`src/rtl/bullet_pool_scheduler.sv`:
```
// Fixed pool of player bullet slots: allocates on fire, advances once per frame,
// and retires slots on collision or when they leave the visible screen area.
module bullet_pool_scheduler #(
   parameter int unsigned NUM_SLOTS       = 6,
   parameter int unsigned COOLDOWN_FRAMES = 8,
   parameter int unsigned BULLET_SPEED    = 4,
   parameter int unsigned SCREEN_W        = 640,
   parameter int unsigned BULLET_SIZE     = 4
) (
   input  logic                      Clk,
   input  logic                      Reset,
   input  logic                      VS,
   input  logic                      fire_req,
   input  logic                      direction,
   input  logic [9:0]                PlayerX,
   input  logic [9:0]                PlayerY,
   input  logic [9:0]                PlayerWidth,
   input  logic [9:0]                PlayerHeight,
   input  logic [NUM_SLOTS-1:0]      collision_hit,
   output logic [NUM_SLOTS-1:0]      slot_active,
   output logic [NUM_SLOTS-1:0]      slot_dir,
   output logic [10*NUM_SLOTS-1:0]   bullet_x,
   output logic [10*NUM_SLOTS-1:0]   bullet_y,
   output logic                      fire_ack,
   output logic                      pool_full
);

   localparam int unsigned CW          = $clog2(COOLDOWN_FRAMES + 1);
   localparam logic [10:0] RIGHT_LIMIT = 11'(SCREEN_W - BULLET_SIZE);

   typedef enum logic {SLOT_FREE, SLOT_ACTIVE} slot_state_e;
   typedef enum logic {READY, COOLDOWN}        pool_state_e;

   slot_state_e          slot_q [NUM_SLOTS];
   slot_state_e          slot_d [NUM_SLOTS];
   logic [9:0]           x_q [NUM_SLOTS];
   logic [9:0]           x_d [NUM_SLOTS];
   logic [9:0]           y_q [NUM_SLOTS];
   logic [9:0]           y_d [NUM_SLOTS];
   logic [NUM_SLOTS-1:0] dir_q, dir_d;
   logic [CW-1:0]        cool_q, cool_d;
   pool_state_e          pool_q, pool_d;
   logic                 vs_q, vs_d;
   logic                 fire_ack_q, fire_ack_d;
   logic                 pool_full_q, pool_full_d;

   logic                 tick, ready, accept, found;
   logic [NUM_SLOTS-1:0] alloc_oh, active_nx;
   logic [9:0]           spawn_x, spawn_y;

   always_comb begin
      vs_d     = VS;
      tick     = VS & ~vs_q;
      found    = 1'b0;
      alloc_oh = '0;
      for (int unsigned i = 0; i < NUM_SLOTS; i++) begin
         if (slot_q[i] == SLOT_FREE && !found) begin
            alloc_oh[i] = 1'b1;
            found       = 1'b1;
         end
      end
      // A count of 1 expires on this very tick, keeping accepted shots COOLDOWN_FRAMES ticks apart.
      ready  = (pool_q == READY) || (cool_q == CW'(1));
      accept = tick & fire_req & ready & found;

      spawn_x = direction ? PlayerX + PlayerWidth
                          : ((PlayerX < 10'(BULLET_SIZE)) ? '0 : PlayerX - 10'(BULLET_SIZE));
      spawn_y = PlayerY + (PlayerHeight >> 1);

      slot_d = slot_q;
      x_d    = x_q;
      y_d    = y_q;
      dir_d  = dir_q;
      for (int unsigned i = 0; i < NUM_SLOTS; i++) begin
         if (slot_q[i] == SLOT_ACTIVE) begin
            if (collision_hit[i]) begin
               slot_d[i] = SLOT_FREE;
            end else if (tick) begin
               if (dir_q[i] ? (({1'b0, x_q[i]} + 11'(BULLET_SPEED)) > RIGHT_LIMIT)
                            : (x_q[i] < 10'(BULLET_SPEED))) begin
                  slot_d[i] = SLOT_FREE;
               end else begin
                  x_d[i] = dir_q[i] ? x_q[i] + 10'(BULLET_SPEED) : x_q[i] - 10'(BULLET_SPEED);
               end
            end
         end else if (accept && alloc_oh[i]) begin
            slot_d[i] = SLOT_ACTIVE;
            x_d[i]    = spawn_x;
            y_d[i]    = spawn_y;
            dir_d[i]  = direction;
         end
      end

      cool_d = cool_q;
      if (tick) begin
         if (accept) begin
            cool_d = CW'(COOLDOWN_FRAMES);
         end else if (cool_q != '0) begin
            cool_d = cool_q - CW'(1);
         end
      end
      pool_d = (cool_d == '0) ? READY : COOLDOWN;

      for (int unsigned i = 0; i < NUM_SLOTS; i++) begin
         active_nx[i] = (slot_d[i] == SLOT_ACTIVE);
      end
      fire_ack_d  = accept;
      pool_full_d = &active_nx;
   end

   always_ff @(posedge Clk) begin
      if (Reset) begin
         vs_q        <= 1'b1;
         pool_q      <= READY;
         cool_q      <= '0;
         fire_ack_q  <= 1'b0;
         pool_full_q <= 1'b0;
         dir_q       <= '0;
         for (int unsigned i = 0; i < NUM_SLOTS; i++) begin
            slot_q[i] <= SLOT_FREE;
            x_q[i]    <= '0;
            y_q[i]    <= '0;
         end
      end else begin
         vs_q        <= vs_d;
         pool_q      <= pool_d;
         cool_q      <= cool_d;
         fire_ack_q  <= fire_ack_d;
         pool_full_q <= pool_full_d;
         dir_q       <= dir_d;
         slot_q      <= slot_d;
         x_q         <= x_d;
         y_q         <= y_d;
      end
   end

   always_comb begin
      slot_active = '0;
      bullet_x    = '0;
      bullet_y    = '0;
      for (int unsigned i = 0; i < NUM_SLOTS; i++) begin
         slot_active[i]      = (slot_q[i] == SLOT_ACTIVE);
         bullet_x[10*i +: 10] = x_q[i];
         bullet_y[10*i +: 10] = y_q[i];
      end
   end

   assign slot_dir  = dir_q;
   assign fire_ack  = fire_ack_q;
   assign pool_full = pool_full_q;

endmodule

```
`config.mk`:
```
export PLATFORM = sky130hd
export DESIGN_NAME = bullet_pool_scheduler
export DESIGN_NICKNAME = d
export VERILOG_FILES = /design/src/rtl/bullet_pool_scheduler.sv
export SDC_FILE = /design/constraint.sdc
export NUM_CORES = 1
export LEC_CHECK = 0
export CORE_AREA = 2 2 134 136
export DETAILED_ROUTE_END_ITERATION = 7
export DIE_AREA = 0 0 136 138
export PLACE_DENSITY = 0.8
export SLEW_MARGIN = 40
export SYNTH_ARGS = -nofsm -noshare
export SYNTH_HDL_FRONTEND = slang
export SYNTH_SLANG_ARGS = --single-unit
```
`constraint.sdc`:
```
create_clock -name Clk -period 3.6 [get_ports Clk]
set_input_delay 0.72 -clock Clk [delete_from_list [all_inputs] [get_ports Clk]]
set_output_delay 0.72 -clock Clk [all_outputs]
set_load 0.01 [all_outputs]
```
### Yosys cells after proc, flatten, opt, wreduce, memory -nomap -nowiden

Index checks and enable logic that the tools add are counted.

| storage, ports and cells | value |
|---|---|
| output and inout port bits | 134 |
| flip-flop bits (word level) | 140 |
| word-level logic and storage cells | 221 |

| cells by class | value |
|---|---|
| $add $sub $neg | 22 |
| bitwise logic cells | 12 |
| mux-type cells | 89 |
| magnitude comparators | 13 |
| reductions and logical operators | 37 |
| equality and inequality tests | 19 |

Operator list:

| cell | count |
|---|---|
| 10-bit 2-to-1 mux | 38 |
| 10-bit by 3-bit less-than comparator with 1-bit output, second input constant | 7 |
| 10-bit by 3-bit subtractor with 10-bit output, second input constant | 7 |
| 10-bit by 3-bit adder with 11-bit output, second input constant | 6 |
| 11-bit by 10-bit greater-than comparator with 1-bit output, second input constant | 6 |
| 10-bit by 3-bit adder with 10-bit output, second input constant | 6 |
| 1-bit 2-to-1 mux | 48 |
| 2-bit != test, second input constant | 12 |
| 4-bit AND reduction | 6 |
| 4-bit 2-to-1 mux | 3 |
| 2-bit by 1-bit != test with 1-bit output, second input constant | 6 |
| 2-bit AND reduction | 6 |
| 2-bit nonzero test | 6 |
| 1-bit logical AND | 11 |
| 10-bit adder | 1 |
| 10-bit by 9-bit adder with 10-bit output | 1 |
| 1-bit NOT | 8 |
| 6-bit AND reduction | 1 |
| 1-bit AND | 4 |
| 4-bit by 1-bit == test with 1-bit output, second input constant | 1 |
| 1-bit logical NOT | 4 |
| 4-bit logical NOT | 1 |
| 4-bit nonzero test | 1 |
| 4-bit by 1-bit subtractor with 4-bit output, second input constant | 1 |
| 1-bit logical OR | 1 |

### Longest topological paths before layout

Gate-level depths: netlist (run 1).

| logic depth | value |
|---|---|
| depth in word-level cells | 20 |
| depth in mapped cells | 11 |

### Worst setup path after synthesis (run 1)

Ideal clock, no wire load.

| timing path | value |
|---|---|
| kind | input to register |
| start point | in PlayerY[0] |
| end point | reg y_q (netlist bit bullet_y[18]) |
| buffers on the path | 1 |
| cell stages on the path | 11 |
| slack | 0.876 ns |
| required time | 3.478 ns |
| arrival time | 2.602 ns |
| library setup time | 0.122 ns |
| cells stage by stage | ha_1 -> inv_1 -> fa_1 -> nor2b_1 -> o21ai_1 -> a21boi_0 -> o21a_1 -> o41a_1 -> clkbuf_1 -> and3_1 -> a311o_1 |

| between the ends | value |
|---|---|
| word-level cells in the longest chain between the ends | 1 |

Ends and longest elaborated chain:

| what | RTL line | source |
|---|---|---|
| from (decl) | 16 | `input logic [9:0] PlayerY,` |
| 10-bit by 9-bit adder with 10-bit output | 68 | `spawn_y = PlayerY + (PlayerHeight >> 1);` |
| to (signal assigned) | 133 | `y_q <= y_d;` |
| to (decl) | 38 | `logic [9:0] y_q [NUM_SLOTS];` |

Every way passes these cells.
A chain may end at the register's enable or synchronous reset.

### Final worst setup path (run 1)

| timing path | value |
|---|---|
| start point | in PlayerX[0] |
| end point | reg x_q (netlist bit bullet_x[58]) |

| between the ends | value |
|---|---|
| word-level cells in the longest chain between the ends | 5 |
| elaborated cells between the ends (all ways) | 7 |
| classes of those cells | add/sub (2); order compare (1); mux (4) |

Ends and longest elaborated chain:

| what | RTL line | source |
|---|---|---|
| from (decl) | 15 | `input logic [9:0] PlayerX,` |
| 10-bit by 3-bit subtractor with 10-bit output / 10-bit by 3-bit less-than comparator with 1-bit output (equally long branches) | 67 | `: ((PlayerX < 10'(BULLET_SIZE)) ? '0 : PlayerX - 10'(BULLET_SIZE));` |
| 10-bit 2-to-1 mux | 67 |  |
| 10-bit 2-to-1 mux (*) | 66 | `spawn_x = direction ? PlayerX + PlayerWidth` |
| 10-bit 2-to-1 mux (*) | 86 | `end else if (accept && alloc_oh[i]) begin` |
| 10-bit 2-to-1 mux (*) | 75 | `if (slot_q[i] == SLOT_ACTIVE) begin` |
| to (signal, indexed assignment) | 121 | `x_q[i] <= '0;` |
| to (signal assigned) | 132 | `x_q <= x_d;` |
| to (decl) | 36 | `logic [9:0] x_q [NUM_SLOTS];` |

Mark *: on every way between the ends. The rest lies on a longest branch, timed or not. The select of a mux whose other input is x is not followed.

==> Flow_metrics.wiki, run 1 <==
{| class="wikitable"
! Metric !! Value
|-
| Maximum frequency from static timing analysis || 0.324 GHz
|-
| Final Cycle Share || 85.7%
|-
| Post-synthesis sequential area ratio || 31.0%
|-
| Count of buffering cells on the critical path with inverters included || 2
|-
| Post-synthesis sequential element count || between 100 and 150
|-
| Total routing resource utilization after global routing || 30.8%
|-
| Source-to-sink clock delay at the later pin of the worst-skew pair || 420 ps
|-
| Number of buffers created by CTS || 17
|-
| Site row count || 49
|-
| Peak supply drop || 0.351 mV
|-
| Number of instances in the synthesized netlist || 1186
|-
| Power density of the placed cells || 327 nW/um^2
|-
| Last weighted congestion value of the routability-driven placer || 0.967
|-
| Via count || slightly below 10000
|-
| Post-route worst setup slack || 516 ps
|-
| Setup crit end kind || flop
|-
| Layout cell share with drive strength beyond 1 || under 10%
|-
| Number of buffers inserted by post-CTS setup repair || 0
|-
| First-pass GRT wire length || between 40000 and 50000 um
|-
| Switching part of the total power || 26.3%
|-
| Total congestion overflow after global routing || 0
|-
| Maximum number of pins on one net before global-route repair || 85
|-
| Clock sink count || 140
|-
| Clock root buffer || sky130_fd_sc_hd__clkbuf_16
|-
| Count of H-tree levels built during CTS || 4
|-
| Commonest register cell after synthesis || sky130_fd_sc_hd__dfxtp_1
|-
| Post-synthesis async set-or-reset flop share || 0%
|-
| Min Tclk post-route || 3080 ps
|-
| Sequential Power Share || approximately two fifths
|-
| Per-instance average area after synthesis || 7.62 sq um
|-
| Maximum fanout encountered on the critical timing path || 6
|-
| Initial standard-cell utilization of the core || around half
|-
| Setup slack of the worst register-to-register path || 960 ps
|-
| Number of remaining DRC errors || 0
|-
| Synth top area share || 31.0%
|-
| Number of pins with negative max-slew slack in the final report || 0
|-
| Total Nets Final || 1433
|-
| Total Neg Setup Slack || 0 ps
|-
| Detail Route Antenna Nets || 0
|-
| Cell types with the largest area share after synthesis || sky130_fd_sc_hd__dfxtp_1 31%, sky130_fd_sc_hd__nand2_1 6.8%, sky130_fd_sc_hd__a21oi_1 6.4%, sky130_fd_sc_hd__ha_1 5.5%, sky130_fd_sc_hd__nor2_1 4.2%
|-
| Area enclosed by the die boundary || 18800 sq um
|-
| Max Clock Skew || 8.20 ps
|-
| Cells along the critical path || clkdlybuf4s50_1 -> ha_1 -> fa_1 -> a211oi_1 -> o21ai_0 -> a31oi_1 -> xor2_1 -> mux2i_1 -> buf_4 -> a22oi_1 -> a21oi_1
|-
| Total length of routed wires || 29100 um
|-
| Clock power frac || 45.8%
|-
| Synth Cell Area || 9040 sq um
|-
| Number of global-route vias before repair || 8986
|-
| Number of antenna violations at the first check in global routing || 0
|-
| Remaining max-slew budget at the tightest pin || approximately half
|-
| First drt pass iteration count || 5
|-
| Cell Int Power || 2.81 mW
|-
| Flip-flop and latch area || around 2800 sq um
|-
| Delay-heaviest family, CP || compound AO/OA/AOI/OAI gates
|-
| Placed standard-cell area || approximately 11000 sq um
|-
| Slew at the pin closest to its max-slew limit || 746 ps
|-
| Slowest cell on the critical path || sky130_fd_sc_hd__fa_1
|-
| Count of flip-flops with a built-in enable after synthesis || 0
|-
| Reported net switching power || approximately 1 mW
|-
| I/O Pins || about 190
|-
| Standard cell core area || 17500 sq um
|-
| Clock edge transition at the registers on the reported setup and hold paths || 60 ps
|-
| Number of port buffers || about 180
|-
| HPWL Detailed || between 20000 and 25000 um
|-
| Height of the die || 138 um
|-
| Diode count || 0
|-
| Count of distinct cell types in the synthesized netlist || 100
|-
| Number of maximum-capacitance constraint violations || 0
|-
| Area occupied by multi-input gates || 5730 sq um
|-
| Horizontal die dimension || approximately 140 um
|-
| Crit Path Class || input port to flop
|-
| Lkg Pwr || approximately 4.0 nW
|-
| Endpoints failing setup || 0
|-
| RSZ-0062 raised after global routing || no
|-
| Count of fill cells added during filler insertion || 1539
|-
| Quantity of gates resized following cts || 0
|-
| Startpoint kind of the worst setup timing path || input port
|-
| Place WS || roughly 130 ps
|-
| Relative area change from synthesis to final layout || 29.2%
|-
| Number of buffers on the longest clock path || 2
|-
| CTS Hold Buffers Added || 0
|-
| Number of DRC markers in iteration 0 || roughly 850
|-
| Result of the run || completed
|-
| TritonCTS clock tree || built
|-
| Endpoint arrival time on the critical path || 3360 ps
|-
| Critical path data required time || 3870 ps
|-
| Avg Vias per Cell || 6.17
|-
| Hold Fails Final Rpt || 0
|-
| Logic gate share of total power || 13.0%
|-
| Overall Power || 3.82 mW
|-
| Drt wl/cell || 18.4 um
|-
| Maximum cell stage delay along the critical path || 460 ps
|-
| Class of the tightest hold or removal check || flop to flop
|-
| Summed area of non-filler cells in the final layout || 11700 sq um
|-
| Synthesis warning total || 0
|-
| Largest area contributor in the netlist || sky130_fd_sc_hd__dfxtp_1
|-
| Nets in the synthesized netlist || 1279
|}
state kept, by name (all words and copies together) (netlist names):
signal	cells
vs_q	1
bullet_y	60
slot_dir	6
bullet_x	60
pool_full	1
fire_ack	1
slot_active	6
pool_q	1
cool_q	4
metrics by stage:
stage | util [%] | std cells | hold slack (ps)
finish | 66.6 | 1580 | 449
global route | 66.6 | 1580 | 468
CTS | 66.6 | 1580 | 451
detailed placement | 63.3 | 1550 | 445
global placement | 63.3 | 1550 | 438
floorplan | - | 1186 | 476
placed cells by master, fill, tap and decap left out, types with 11 or more instances in the layout:
cell type                         synthesis  layout
sky130_fd_sc_hd__a211oi_1                32      32
sky130_fd_sc_hd__a21oi_1                115     115
sky130_fd_sc_hd__a22oi_1                 22      22
sky130_fd_sc_hd__a31oi_1                 15      15
sky130_fd_sc_hd__and2_1                  16      16
sky130_fd_sc_hd__and3_1                  16      16
sky130_fd_sc_hd__buf_4                    5      37
sky130_fd_sc_hd__clkbuf_16                0      17
sky130_fd_sc_hd__clkdlybuf4s50_1          0     182
sky130_fd_sc_hd__dfxtp_1                140     140
sky130_fd_sc_hd__ha_1                    40      40
sky130_fd_sc_hd__inv_1                   38      38
sky130_fd_sc_hd__nand2_1                163     163
sky130_fd_sc_hd__nand2b_1                17      17
sky130_fd_sc_hd__nand3_1                 24      24
sky130_fd_sc_hd__nor2_1                 100     100
sky130_fd_sc_hd__nor3_1                  50      47
sky130_fd_sc_hd__nor4_1                  11      11
sky130_fd_sc_hd__o21ai_0                 46      46
sky130_fd_sc_hd__or3_1                   11      11
sky130_fd_sc_hd__xnor2_1                 22      22
cell families after synthesis:
| logic type | after synthesis | share of synthesized area, % |
|---|---|---|
| DFF | 140 | 31.0 |
| AOI/OAI and AO/OA | 343 | 25.4 |
| buffers and inverters | 126 | 5.77 |
| xor gates and xnor gates | 29 | 2.81 |
| muxes | 12 | 1.36 |
| adders and majority gates | 42 | 5.98 |
| and+or+nand+nor | 494 | 27.7 |
metal layers:
metal	vias to the layer above	track usage, %	routed length (um)
met1	4500	38.0	11600
met5	-	0	0
met2	551	49.1	13200
met4	0	12.9	1060
met3	72	10.1	3220
li1	4621	-	-
worst register-to-register path, cell delays in order (launching register included):
cell	delay (ps)
sky130_fd_sc_hd__dfxtp_1	490
sky130_fd_sc_hd__inv_1	210
sky130_fd_sc_hd__ha_1	350
sky130_fd_sc_hd__and4b_1	190
sky130_fd_sc_hd__a41oi_1	330
sky130_fd_sc_hd__a211oi_1	170
sky130_fd_sc_hd__o31a_1	310
sky130_fd_sc_hd__a2111oi_0	280
sky130_fd_sc_hd__and4_1	230
cell usage after synthesis (all sizes together), types with 7 or more instances:
library cell / instances
dfxtp: 140
a31oi: 15
nand3: 26
o22ai: 9
or3: 11
nor2: 102
a22oi: 22
inv: 39
a311o: 7
nand2b: 17
ha: 40
a21oi: 115
buf: 30
xnor2: 22
or4: 11
mux2i: 10
o211ai: 7
nor2b: 7
and3: 16
o21ai: 55
nand2: 164
nor3b: 12
nand4: 11
o31a: 8
nor4: 13
a211oi: 33
xor2: 7
and2: 16
clkbuf: 56
nor3: 51
or2: 11
final cells by class:
cell class / count / area share (%)
Clock inverter: 9 / 0.975
Timing Repair Buffer: 221 / 18.2
Sequential cell: 140 / 24.0
Tap cell: 229 / 2.45
Multi-Input combinational cell: 920 / 49.1
Clock buffer: 21 / 3.94
Inverter: 40 / 1.29
power by group through the flow:
stage / Sequential [mW] / Clock [mW] / Combinational (mW)
global route: 1.57 / 1.82 / 0.529
finish: 1.57 / 1.75 / 0.498
detailed placement: 1.60 / 0 / 0.483
global placement: 1.60 / 0 / 0.476
CTS: 1.57 / 1.76 / 0.488
floorplan: 1.60 / 0 / 0.250
worst paths after layout:
check / start / endpoint / cells past startpoint
setup / recovery: PlayerX[0] / bullet_x[58]$_SDFFE_PP0P_ / 11
hold reg to reg: bullet_y[52]$_SDFFE_PP0P_ / bullet_y[52]$_SDFFE_PP0P_ / 2
hold / removal: bullet_y[52]$_SDFFE_PP0P_ / bullet_y[52]$_SDFFE_PP0P_ / 2
setup reg to reg: bullet_x[42]$_SDFFE_PP0P_ / pool_full$_SDFF_PP0_ / 8
(Power assumes the default switching activity.)
==> inputs of run 2 (changes only) <==
--- a/config.mk
+++ b/config.mk
@@ -5,6 +5,8 @@
 export SDC_FILE = /design/constraint.sdc
 export NUM_CORES = 1
 export LEC_CHECK = 0
+export ABC_AREA = 0
+export CAP_MARGIN = 30
 export CORE_AREA = 2 2 134 136
 export DETAILED_ROUTE_END_ITERATION = 7
 export DIE_AREA = 0 0 136 138
==> results of run 2 <==
No change in the layout: final DEF, timing and power equal those of run 1.
